**config.mk**
```make
export PLATFORM = sky130hd
export DESIGN_NAME = cardinal_nic_flat
export DESIGN_NICKNAME = d
export VERILOG_FILES = /design/src/rtl/cardinal_nic_if.sv /design/src/rtl/cardinal_nic.sv /design/src/flat_wrapper.sv
export SDC_FILE = /design/constraint.sdc
export NUM_CORES = 1
export LEC_CHECK = 0
export BUFFER_PORTS_ARGS = -buffer_cell sky130_fd_sc_hd__buf_2
export CELL_PAD_IN_SITES_DETAIL_PLACEMENT = 0
export CELL_PAD_IN_SITES_GLOBAL_PLACEMENT = 1
export CORE_AREA = 4 4 141 143
export CTS_CLUSTER_SIZE = 28
export DETAILED_ROUTE_END_ITERATION = 8
export DIE_AREA = 0 0 145 147
export HOLD_SLACK_MARGIN = 0.02
export PLACE_DENSITY = 0.77
export SLEW_MARGIN = 15
export SYNTH_ARGS = -nofsm -noshare
export SYNTH_HDL_FRONTEND = slang
export SYNTH_SLANG_ARGS = --single-unit
export TNS_END_PERCENT = 50
```
**constraint.sdc**
```tcl
create_clock -name clk -period 1.7 [get_ports clk]
set_input_delay 0.085 -clock clk [delete_from_list [all_inputs] [get_ports clk]]
set_output_delay 0.085 -clock clk [all_outputs]
set_load 0.05 [all_outputs]
```
**src/rtl/cardinal_nic_if.sv**
```systemverilog
// Processor and router side signals of the NIC, bundled with modports.
// slave = NIC view, master = the processor/router driving it.
interface cardinal_nic_if #(
  parameter int DW = 64
);
  logic [1:0]    addr;
  logic [DW-1:0] d_in;
  logic [DW-1:0] d_out;
  logic          nicEn;
  logic          nicWrEn;
  logic          net_si;
  logic          net_ri;
  logic [DW-1:0] net_di;
  logic          net_so;
  logic          net_ro;
  logic [DW-1:0] net_do;
  logic          net_polarity;

  modport slave (
    input  addr, d_in, nicEn, nicWrEn, net_si, net_di, net_ro, net_polarity,
    output d_out, net_ri, net_so, net_do
  );

  modport master (
    output addr, d_in, nicEn, nicWrEn, net_si, net_di, net_ro, net_polarity,
    input  d_out, net_ri, net_so, net_do
  );
endinterface

```
**src/rtl/cardinal_nic.sv**
```systemverilog
// Cardinal NIC: single-entry input and output flit buffers between a
// memory-mapped processor port and a polarity-gated router link.
module cardinal_nic #(
  parameter int DW = 64
) (
  input  logic          clk,
  input  logic          reset,
  cardinal_nic_if.slave nic
);
  localparam logic [1:0] A_IN_DATA  = 2'b00;
  localparam logic [1:0] A_IN_FULL  = 2'b01;
  localparam logic [1:0] A_OUT_DATA = 2'b10;
  localparam logic [1:0] A_OUT_FULL = 2'b11;

  logic [DW-1:0] in_buf_q,  in_buf_d;
  logic [DW-1:0] out_buf_q, out_buf_d;
  logic [DW-1:0] d_out_q,   d_out_d;
  logic          in_full_q, in_full_d;
  logic          out_full_q, out_full_d;
  logic          rd, wr;

  assign rd = nic.nicEn & ~nic.nicWrEn;
  assign wr = nic.nicEn &  nic.nicWrEn;

  // Router handshake: accept only when empty; send only on matching phase.
  assign nic.net_ri = ~in_full_q;
  assign nic.net_do = out_buf_q;
  assign nic.net_so = out_full_q & nic.net_ro & (out_buf_q[DW-1] == nic.net_polarity);
  assign nic.d_out  = d_out_q;

  // Next-state for both buffers and the registered read port.
  // Capture (needs empty) and drain-by-read (needs full) are mutually
  // exclusive, as are send (needs full) and processor write (needs empty),
  // so pre-edge flags settle same-edge collisions.
  always_comb begin
    in_buf_d   = in_buf_q;
    in_full_d  = in_full_q;
    out_buf_d  = out_buf_q;
    out_full_d = out_full_q;
    d_out_d    = d_out_q;

    if (nic.net_si && !in_full_q) begin
      in_buf_d  = nic.net_di;
      in_full_d = 1'b1;
    end

    if (rd) begin
      case (nic.addr)
        A_IN_DATA: begin
          d_out_d = in_buf_q;
          if (in_full_q) in_full_d = 1'b0;
        end
        A_IN_FULL:  d_out_d = {{(DW-1){1'b0}}, in_full_q};
        A_OUT_FULL: d_out_d = {{(DW-1){1'b0}}, out_full_q};
        default:    d_out_d = d_out_q;
      endcase
    end

    if (nic.net_so) out_full_d = 1'b0;

    if (wr && nic.addr == A_OUT_DATA && !out_full_q) begin
      out_buf_d  = nic.d_in;
      out_full_d = 1'b1;
    end
  end

  // State registers; reset discards both buffers at once.
  always_ff @(posedge clk or negedge reset) begin
    if (!reset) begin
      in_buf_q   <= '0;
      in_full_q  <= 1'b0;
      out_buf_q  <= '0;
      out_full_q <= 1'b0;
      d_out_q    <= '0;
    end else begin
      in_buf_q   <= in_buf_d;
      in_full_q  <= in_full_d;
      out_buf_q  <= out_buf_d;
      out_full_q <= out_full_d;
      d_out_q    <= d_out_d;
    end
  end
endmodule

```
**src/flat_wrapper.sv**
```systemverilog
// flat-port wrapper written by rule: the top's interface ports become plain ports
module cardinal_nic_flat 
#(
  parameter int DW = 64
)
  (clk, reset, nic_addr, nic_d_in, nic_nicEn, nic_nicWrEn, nic_net_si, nic_net_di, nic_net_ro, nic_net_polarity, nic_d_out, nic_net_ri, nic_net_so, nic_net_do);
  cardinal_nic_if #(.DW(DW)) nic_i ();
  input  logic clk;
  input  logic reset;
  input wire logic [$bits(nic_i.addr)-1:0] nic_addr;
  input wire logic [$bits(nic_i.d_in)-1:0] nic_d_in;
  input wire logic [$bits(nic_i.nicEn)-1:0] nic_nicEn;
  input wire logic [$bits(nic_i.nicWrEn)-1:0] nic_nicWrEn;
  input wire logic [$bits(nic_i.net_si)-1:0] nic_net_si;
  input wire logic [$bits(nic_i.net_di)-1:0] nic_net_di;
  input wire logic [$bits(nic_i.net_ro)-1:0] nic_net_ro;
  input wire logic [$bits(nic_i.net_polarity)-1:0] nic_net_polarity;
  output wire logic [$bits(nic_i.d_out)-1:0] nic_d_out;
  output wire logic [$bits(nic_i.net_ri)-1:0] nic_net_ri;
  output wire logic [$bits(nic_i.net_so)-1:0] nic_net_so;
  output wire logic [$bits(nic_i.net_do)-1:0] nic_net_do;
  assign nic_i.addr = nic_addr;
  assign nic_i.d_in = nic_d_in;
  assign nic_i.nicEn = nic_nicEn;
  assign nic_i.nicWrEn = nic_nicWrEn;
  assign nic_i.net_si = nic_net_si;
  assign nic_i.net_di = nic_net_di;
  assign nic_i.net_ro = nic_net_ro;
  assign nic_i.net_polarity = nic_net_polarity;
  assign nic_d_out = nic_i.d_out;
  assign nic_net_ri = nic_i.net_ri;
  assign nic_net_so = nic_i.net_so;
  assign nic_net_do = nic_i.net_do;
  cardinal_nic #(.DW(DW)) u_core (.clk(clk), .reset(reset), .nic(nic_i));
endmodule
```
# After elaboration in Yosys (flattened, before gate mapping)
# Cells that the tools add are included.
# totals
word_cells,31
out_inout_bits,130
inputBits,137
ff_bits,194
# op_classes
bitwise_logic,6
n_eq_ne,4
n_mux,7
n_reduce_logical,9
# op_table
op,count
case mux 64 bit (3 select lines),1
two-way mux 1 bit,6
AND 1 bit,4
"equality test 2 bit, second input constant",2
logical AND 1 bit,3
nonzero test 3 bit,1
"equality test 2 x 1 -> 1 bit, second input constant",1
logical NOT 1 bit,2
logical NOT 2 bit,1
inverter 1 bit,2
AND reduction 2 bit,1
nonzero test 2 bit,1
equality test 1 bit,1

# Longest topological paths before layout
# Gate-level depths: netlist of the first run.
# logic_depth
depth_word,6
mapped_depth,5
ltp_nobuf,3

# Least setup slack after synthesis of the first run
# No wires, ideal clock.
# synth_path
path_type,flip-flop to flip-flop
startpoint,register u_core.out_buf_q[63] (netlist: u_core.nic.net_do[63])
endpoint,register u_core.out_full_q
required_time_ns,1.555
stages_incl_launch_ff,4
path_slack_ns,0.150
arrival_ns,1.405
path_buffers,0
setup_time_ns,0.145
synth_period_minus_slack_ns,1.550
cell_sequence,dfrtp_1 xnor2_1 and3_1 o21ai_0
# synth_via
elab_chain_len,3
# synth_lines
element,line,rtl
start: declaration,cardinal_nic.sv:16,"logic [DW-1:0] out_buf_q, out_buf_d;"
start signal: assignment,cardinal_nic.sv:78,out_buf_q <= out_buf_d;
equality test 1 bit,cardinal_nic.sv:28,assign nic.net_so = out_full_q & nic.net_ro & (out_buf_q[DW-1] == nic.net_polarity);
AND 1 bit,cardinal_nic.sv:28,
via nic_net_so,flat_wrapper.sv:20,output wire logic [$bits(nic_i.net_so)-1:0] nic_net_so;
nonzero test 2 bit (no line),n/a,
end signal: assignment,cardinal_nic.sv:79,out_full_q <= out_full_d;
end: declaration,cardinal_nic.sv:19,"logic out_full_q, out_full_d;"
# The timed path passes the listed nets, and every way through them passes these cells.
# A chain may end at the register's enable or synchronous reset.

# Final worst setup path of the first run
# layout_path
startpoint,register u_core.out_buf_q[63] (netlist: u_core.nic.net_do[63])
endpoint,output port nic_net_so
# layout_via
elab_chain_len,2
# layout_lines
element,line
equality test 1 bit,cardinal_nic.sv:28
AND 1 bit,cardinal_nic.sv:28
end: declaration,flat_wrapper.sv:20
# No other way between the ends.

==> metrics, run 1 <==
io pins 267; Critical Path Fanout Max 3; Overflow after GRT 0; initial antenna violation count 1; Compound-Gate Fraction of Synth Area 7.788%; Post-DP HPWL 12.76 mm; area share of and/or/nand/nor cells after synthesis 0.7189%; CTS tree built; largest area contributor in the netlist dfrtp_1; EDFF count, synth 0; most frequent cells in the layout buf_2, dfrtp_1, dlygate4sd3_1; crit end category output pin; Lkg Pwr 5.522 nW; mux contribution to synthesized area 22.53%; PD cells 1848 nW/µm²; Req. time, crit path 1620 ps; largest family of logic cells by synthesized area multiplexers; Async S/R FF share, synth 100.0%; min-delay worst type input port to flop; initial drt markers 164; Die Height 147 µm; Clock Tree Buf Depth 2; Yosys reg bits 194; YS warnings 0; RD Place Congestion 0.7731; max-cap violations 0; Synth Cell Area 7310 µm²; First-pass DRT Iterations 4; Arr. time, crit path 1430 ps; RSZ-0062 raised after global routing no; maximum clock frequency 659.8 MHz; post-layout util 58.37%; IO Port Bufs 266; Hold Violations, Final 0; clock latency on the worst-skew pair 420 ps; status completed; final WL 19.90 mm; final-report max-slew violation count 0; postcts setup bufs 0; # hold bufs at CTS 130; Sequential cell area 4855 µm²; DIE WIDTH 145 µm; leading cell type in the layout, fill and taps excluded buf_2; # fillers 1,447; share of post-route cells with drive strength above 1 52.44%; Synth cell types 22; sequential fraction of the synthesis area 66.42%; nets 964; drt wl/cell 18.53 µm; TritonCTS Buffers 17; XOR/XNOR share of the synthesized area 0.1198%; CTS Root Cell clkbuf_16; ranking of synthesized cells by area dfrtp_1, mux2_2, mux2_4, a22o_1, buf_2; die area 21,320 µm²; Syn-to-layout area delta 48.37%; Yosys top cell area share 66.42%; via count 5,197; vias per cell 4.839; hold path depth 3; initial core utilization 39.34%; core area 18,580 µm²; Syn Nets 566; pin count of the biggest net entering global routing 66; vias in the first global route 5,834; first-pass GRT wire length 32.75 mm; Rel. slew slack 69.59%; fin crit share 89.15%; Reg2Reg Depth 4; PostCTS Resize Cnt 0; Fin Clk Skew 9.194 ps; Worst VDD drop 0.0007910 V; footprint of the multi-input gates 2290 µm²; clock sinks 194; DRC Markers 0; Period minus WS final 1516 ps; Main synth FF type dfrtp_1; final setup vio count 0; kind of start point of the critical path flop; Worst-path clk slew 70 ps; ANT nets after route 0; Cells after Synth 429; setup TNS 0 ps; critical path class flop to output pin; Rows 50; Adder-Cell Fraction of Synth Area 0%; depth of the CTS H-tree 4; worst-margin pin slew 456.2 ps; syn_area_per_cell 17.04 µm²; Total Routing Usage GR 19.07%
## worst max-delay path, stage by stage (launching register included)
cell	delay (ps)
dfrtp_1	420
xnor2_1	140
and3_1	180
buf_2	280
## flip-flops by register name, indices dropped and copies added, names as in the netlist
register	flops
u_core.out_full_q	1
u_core.nic.net_do	64
u_core.in_buf_q	64
u_core.in_full_q	1
u_core.nic.d_out	64
## cell type report
class	count	share of cell area, %
tap	234	2.700
sequential	194	44.76
antenna	1	0.02307
clock inverter	13	1.361
inverter	2	0.06922
multi-input combinational	205	21.11
clock buffer	18	4.049
timing repair buffer	407	25.92
## Yosys cell counts (2+ instances only)
library cell    n
buf_1           3
inv_1           2
mux2_4         49
mux2_2         80
dfrtp_1       194
buf_6           5
a22o_1         63
buf_2          19
## final timing paths
| path | startpoint | endpoint | slack [ps] |
|---|---|---|---|
| setup / recovery | u_core.nic.net_do[63] | nic_net_so | 180 |
| hold / removal | nic_nicEn | u_core.nic.d_out[0] | 90 |
| setup reg to reg | u_core.out_full_q | u_core.nic.net_do[2] | 200 |
| hold reg to reg | u_core.in_buf_q[56] | u_core.nic.d_out[56] | 490 |
| max in group asynchronous | reset | u_core.nic.net_do[4] | 930 |
| min in group asynchronous | reset | u_core.in_buf_q[47] | 160 |
## cells by family (layout without fill, tap and decap cells)
family / after synthesis / in the layout
multiplexers: 130 / 130
AND/OR/NAND/NOR: 8 / 8
other: 0 / 1
AO/OA/AOI/OAI: 66 / 66
XOR/XNOR: 1 / 1
flip-flops: 194 / 194
buffers and inverters: 30 / 440
## power by group
group          total [W]  switching, W  internal, W
Clock            0.00397       0.00185      0.00211
Combinational    0.00854       0.00553      0.00301
Sequential       0.00754       0.00105      0.00649
Total             0.0200       0.00843       0.0116
## per-stage QoR
step           setup WS [ps]  cells  hold slack, ps  area, µm²  power (W)
2_1_floorplan          150.1    429          -210.6       7310    0.01370
3_3_place_gp           260.8    912           53.19       8955    0.01566
3_5_place_dp           224.6    912           63.50       8955    0.01587
4_1_cts                151.2   1073           76.35      10840    0.02015
5_1_grt                91.59   1073           83.33      10840    0.02098
6_report               184.5   1074           93.20      10850    0.02004
## layer usage
| metal | GRT usage [%] | wire [µm] |
|---|---|---|
| met5 | 0 | 13 |
| met2 | 31.69 | 9774 |
| met3 | 6.539 | 1267 |
| met4 | 6.176 | 437 |
| met1 | 23.57 | 8409 |
(Power assumes the default switching activity.)
==> run 2: changes to the inputs <==
clock period = 1.6 ns   (was 1.7 ns; I/O delays follow)
==> run 2 against run 1 <==
  * Wire length increased by 2.1%
  * Setup slack worse by 95 ps
  * Critical endpoint unchanged
  * Worst hold slack lost 14 ps
  * Count of clock-buffer cells in the layout shrank 1
==> metrics, run 2 (synthesis results as in run 1) <==
status completed (unchanged); ANT nets after route 0 (unchanged); Period minus WS final 1511 ps; leading cell type in the layout, fill and taps excluded buf_2 (unchanged); footprint of the multi-input gates 2290 µm² (unchanged); initial drt markers 177 (was 164); nets 971 (was 964); initial core utilization 39.34% (unchanged); critical path class flop to output pin (unchanged); clock latency on the worst-skew pair 420 ps (about the same); Fin Clk Skew 13.06 ps (was 9.194 ps); Req. time, crit path 1520 ps (was 1620 ps); PD cells 1950 nW/µm² (was 1848 nW/µm²); depth of the CTS H-tree 4 (unchanged); Syn-to-layout area delta 49.61% (was 48.37%); crit end category output pin (unchanged); min-delay worst type input port to flop (unchanged); antenna cells 0 (was 1); kind of start point of the critical path flop (unchanged); pin count of the biggest net entering global routing 65 (was 66); CP delay by family, top flip-flops (unchanged); Critical Path Fanout Max 3 (unchanged); Hold Violations, Final 0 (unchanged); Worst VDD drop 0.001016 V (was 0.0007910 V); worst-margin pin slew 470.6 ps (was 456.2 ps); most frequent cells in the layout buf_2, dfrtp_1, dlygate4sd3_1 (unchanged); initial antenna violation count 0 (was 1); Rows 50 (unchanged); max incr delay on CP 410 ps (was 420 ps); core area 18,580 µm² (unchanged); Worst-path clk slew 70 ps (about the same); RD Place Congestion 0.7602 (was 0.7731); final WL 20.33 mm (was 19.90 mm); final-report max-slew violation count 0 (unchanged); IO Port Bufs 266 (unchanged); DIE WIDTH 145 µm (unchanged); clock sinks 194 (unchanged); die area 21,320 µm² (unchanged); io pins 267 (unchanged); Slowest-stage cell, CP dfrtp_1 (unchanged); max-cap violations 0 (unchanged); Die Height 147 µm (unchanged); total power 0.02132 W (was 0.02004 W); WP buf/inv 1 (unchanged); Overflow after GRT 0 (unchanged); CTS Root Cell clkbuf_16 (unchanged); vias in the first global route 5,905 (was 5,834); vias per cell 4.866 (was 4.839); Sequential cell area 4855 µm² (unchanged); RSZ-0062 raised after global routing no (unchanged); Arr. time, crit path 1430 ps (about the same); Lkg Pwr 5.573 nW (was 5.522 nW); Clock Tree Buf Depth 2 (unchanged); # hold bufs at CTS 130 (unchanged); First-pass DRT Iterations 6 (was 4); Total Routing Usage GR 19.58% (was 19.07%); Post-DP HPWL 13.36 mm (was 12.76 mm); Rel. slew slack 68.63% (was 69.59%); # fillers 1,418 (was 1,447); DRC Markers 0 (unchanged); TritonCTS Buffers 17 (unchanged); via count 5,260 (was 5,197); share of post-route cells with drive strength above 1 52.89% (was 52.44%); CTS tree built (unchanged); setup TNS 0 ps (unchanged); fin crit share 94.42%; drt wl/cell 18.80 µm (was 18.53 µm); first-pass GRT wire length 33.31 mm (was 32.75 mm); postcts setup bufs 0 (unchanged); Critical Path, Cell by Cell xnor2_1 > and3_1 > buf_2 (unchanged); final setup vio count 0 (unchanged); maximum clock frequency 661.9 MHz; PostCTS Resize Cnt 0 (unchanged)
[run 2: through the flow]
step / instance area (µm²) / utilization (%) / hold slack (ps) / cells / setup slack, ps
floorplan: 7310 / - / -215.6 / 429 / 50.12
global placement: 9057 / 48.75 / 74.18 / 919 / 196.2
detailed placement: 9057 / 48.75 / 80.81 / 919 / 161.3
CTS: 10940 / 58.86 / 53.06 / 1081 / 55.04
global route: 10940 / 58.86 / 68.79 / 1081 / 15.86
finish: 10940 / 58.86 / 78.88 / 1081 / 89.21
[run 2: worst paths after layout]
check,to,start,slack [ps],cells past startpoint
max,nic_net_so,u_core.nic.net_do[63],90,3
min,u_core.nic.d_out[0],nic_addr[0],80,3
max reg2reg,u_core.nic.net_do[7],u_core.out_full_q,170,5
min reg2reg,u_core.nic.d_out[35],u_core.in_buf_q[35],490,1
max in group asynchronous,u_core.nic.net_do[42],reset,800,3
min in group asynchronous,u_core.in_buf_q[47],reset,180,2
[run 2: area by class of cell]
type,instances,area share [%]
Clock buffer,17,3.890
Clock inverter,15,1.384
Inverter,2,0.06865
Multi-Input combinational cell,205,20.94
Sequential cell,194,44.39
Tap cell,234,2.677
Timing Repair Buffer,414,26.65
[run 2: worst min-delay path: stages]
cell,delay [ps]
buf_2,120
a21oi_1,110
mux2_2,150
[run 2: where the power goes]
group          leakage [nW]  internal [W]  switching, W  total [W]
Clock                 0.277       0.00220       0.00199    0.00419
Combinational          2.89       0.00322       0.00588    0.00910
Sequential             2.40       0.00690       0.00113    0.00803
[run 2: layer usage]
layer / share of wire [%] / routed length (µm) / global-route usage (%) / up-vias
met2: 50 / 10080 / 32.70 / 216
met4: 2.5 / 507 / 7.221 / 0
met3: 6.7 / 1353 / 6.107 / 33
met5: 0 / 0 / 0 / -
li1: - / - / - / 2375
met1: 41 / 8386 / 24.12 / 2636
==> run 3: changes to the inputs <==
RECOVER_POWER = 100   (was unset)
==> run 3 against run 2 <==
  * Sequential power about the same
  * Via count up 0.55%
  * Count of clock-buffer cells in the layout unchanged
  * Maximum frequency down 0.20%
  * Sequential share of layout area up 1.6 points
  * Final cell count unchanged
==> metrics, run 3 (synthesis results as in run 1) <==
status completed (unchanged); Overflow after GRT 0 (unchanged); Lkg Pwr 4.952 nW (was 5.573 nW); First-pass DRT Iterations 4 (was 6); WP buf/inv 1 (unchanged); Rel. slew slack 44.91% (was 68.63%); initial antenna violation count 0 (unchanged); flop2flop setup slack 100 ps (was 170 ps); TritonCTS Buffers 17 (unchanged); PD cells 1961 nW/µm² (was 1950 nW/µm²); Fin Clk Skew 15.04 ps (was 13.06 ps); RD Place Congestion 0.7602 (unchanged); setup TNS 0 ps (unchanged); depth of the CTS H-tree 4 (unchanged); share of post-route cells with drive strength above 1 34.12% (was 52.89%); CTS tree built (unchanged); clock sinks 194 (unchanged); Die Height 147 µm (unchanged); DRC Markers 0 (unchanged); nets 971 (unchanged); crit end category output pin (unchanged); critical path class flop to output pin (unchanged); RSZ-0062 raised after global routing no (unchanged); CP delay by family, top flip-flops (unchanged); PostCTS Resize Cnt 0 (unchanged); core area 18,580 µm² (unchanged); final WL 20.30 mm (was 20.33 mm); Post-DP HPWL 13.36 mm (unchanged); DIE WIDTH 145 µm (unchanged); Total Routing Usage GR 19.58% (unchanged); Hold Violations, Final 0 (unchanged); IO Port Bufs 266 (unchanged); Slowest-stage cell, CP dfrtp_1 (unchanged); worst-margin pin slew 826.4 ps (was 470.6 ps); vias in the first global route 5,905 (unchanged); min-delay worst type input port to flop (unchanged); initial core utilization 39.34% (unchanged); most frequent cells in the layout dfrtp_1, buf_2, clkbuf_1 (was buf_2, dfrtp_1, dlygate4sd3_1); switching part of the total 43.52% (was 42.24%); Power Internal 0.01169 W (was 0.01232 W); clock latency on the worst-skew pair 420 ps (about the same); Period minus WS final 1514 ps (was 1511 ps); # fillers 1,554 (was 1,418); final-report max-slew violation count 0 (unchanged); Clock Tree Buf Depth 2 (unchanged); drt wl/cell 18.78 µm (was 18.80 µm); fin crit share 94.61% (was 94.42%); maximum clock frequency 660.6 MHz (was 661.9 MHz); Rows 50 (unchanged); Critical Path, Cell by Cell xnor2_1 > and3_1 > buf_2 (unchanged); Syn-to-layout area delta 44.42% (was 49.61%); total power 0.02070 W (was 0.02132 W); final setup vio count 0 (unchanged); ANT nets after route 0 (unchanged); Comb pwr share 40.8% (was 42.7%); die area 21,320 µm² (unchanged); first-pass GRT wire length 33.31 mm (unchanged); leading cell type in the layout, fill and taps excluded dfrtp_1 (was buf_2); vias per cell 4.893 (was 4.866); via count 5,289 (was 5,260); CTS Root Cell clkbuf_16 (unchanged); sequential share of power 39.0% (was 37.7%); Worst-path clk slew 70 ps (about the same); Worst VDD drop 0.001011 V (was 0.001016 V); initial drt markers 174 (was 177); Clk pwr share 20.2% (was 19.6%); max incr delay on CP 410 ps (about the same); max-cap violations 0 (unchanged); Req. time, crit path 1520 ps (about the same); Critical Path Fanout Max 3 (unchanged); postcts setup bufs 0 (unchanged); kind of start point of the critical path flop (unchanged); Arr. time, crit path 1430 ps (about the same); io pins 267 (unchanged); antenna cells 0 (unchanged); pin count of the biggest net entering global routing 65 (unchanged); P_sw 0.009009 W (was 0.009005 W)
run 3: cell types whose count changed in the layout (fill, tap and decap cells not counted), moves of 2 or more:
cell,change
clkbuf_2,+6
mux2_4,-24
clkbuf_1,+133
buf_6,+2
buf_4,-6
mux2_1,+24
buf_12,-8
buf_2,-130
clkbuf_4,+3
run 3: layout make-up:
type / instances / area, µm² / share of cell area [%]
Sequential cell: 194 / 4855 / 45.99
Multi-Input combinational cell: 205 / 2192 / 20.77
Inverter: 2 / 7.507 / 0.07112
Tap cell: 234 / 292.8 / 2.773
Clock inverter: 15 / 151.4 / 1.434
Timing Repair Buffer: 414 / 2633 / 24.94
Clock buffer: 17 / 425.4 / 4.030
run 3: routing by layer:
layer  wire length, µm  global-route usage, %  up-vias
met5                 0                      0        -
met4               527                  7.221        0
met3              1258                  6.107       35
met2             10140                  32.70      206
met1              8368                  24.12     2669
li1                  -                      -     2379
run 3: worst min-delay path, cell delays in order:
cell      delay [ps]
clkbuf_1         110
a21oi_1          120
mux2_2           150
run 3: path summary, 6_finish.rpt:
check	to	from	cells past startpoint
max	nic_net_so	u_core.nic.net_do[63]	3
min	u_core.nic.d_out[0]	nic_addr[0]	3
max reg2reg	u_core.nic.net_do[24]	u_core.out_full_q	5
min reg2reg	u_core.nic.d_out[4]	u_core.in_buf_q[4]	1
max in group asynchronous	u_core.nic.d_out[13]	reset	3
min in group asynchronous	u_core.in_buf_q[47]	reset	2
run 3: what timing repair did:
item,in CTS,in global routing
hold endpoints to repair,250,0
setup endpoints to repair,0,0
hold buffers,130,0
run 3: per-stage QoR:
step	setup WS (ps)	std cells	hold WS [ps]	util, %	cell area, µm²
global placement	196.2	919	74.18	48.75	9057
detailed placement	161.3	919	80.81	48.75	9057
floorplan	50.12	429	-215.6	-	7310
global route	12.89	1081	69.84	56.81	10560
CTS	55.04	1081	53.06	58.86	10940
finish	86.18	1081	72.60	56.81	10560
run 3: power groups by stage:
stage	Combinational, W	Sequential (W)	Clock (W)
6_report	0.00845	0.00806	0.00418
5_1_grt	0.00885	0.00831	0.00451
4_1_cts	0.00913	0.00800	0.00430
3_5_place_dp	0.00885	0.00808	0
3_3_place_gp	0.00870	0.00798	0
2_1_floorplan	0.00263	0.0119	0
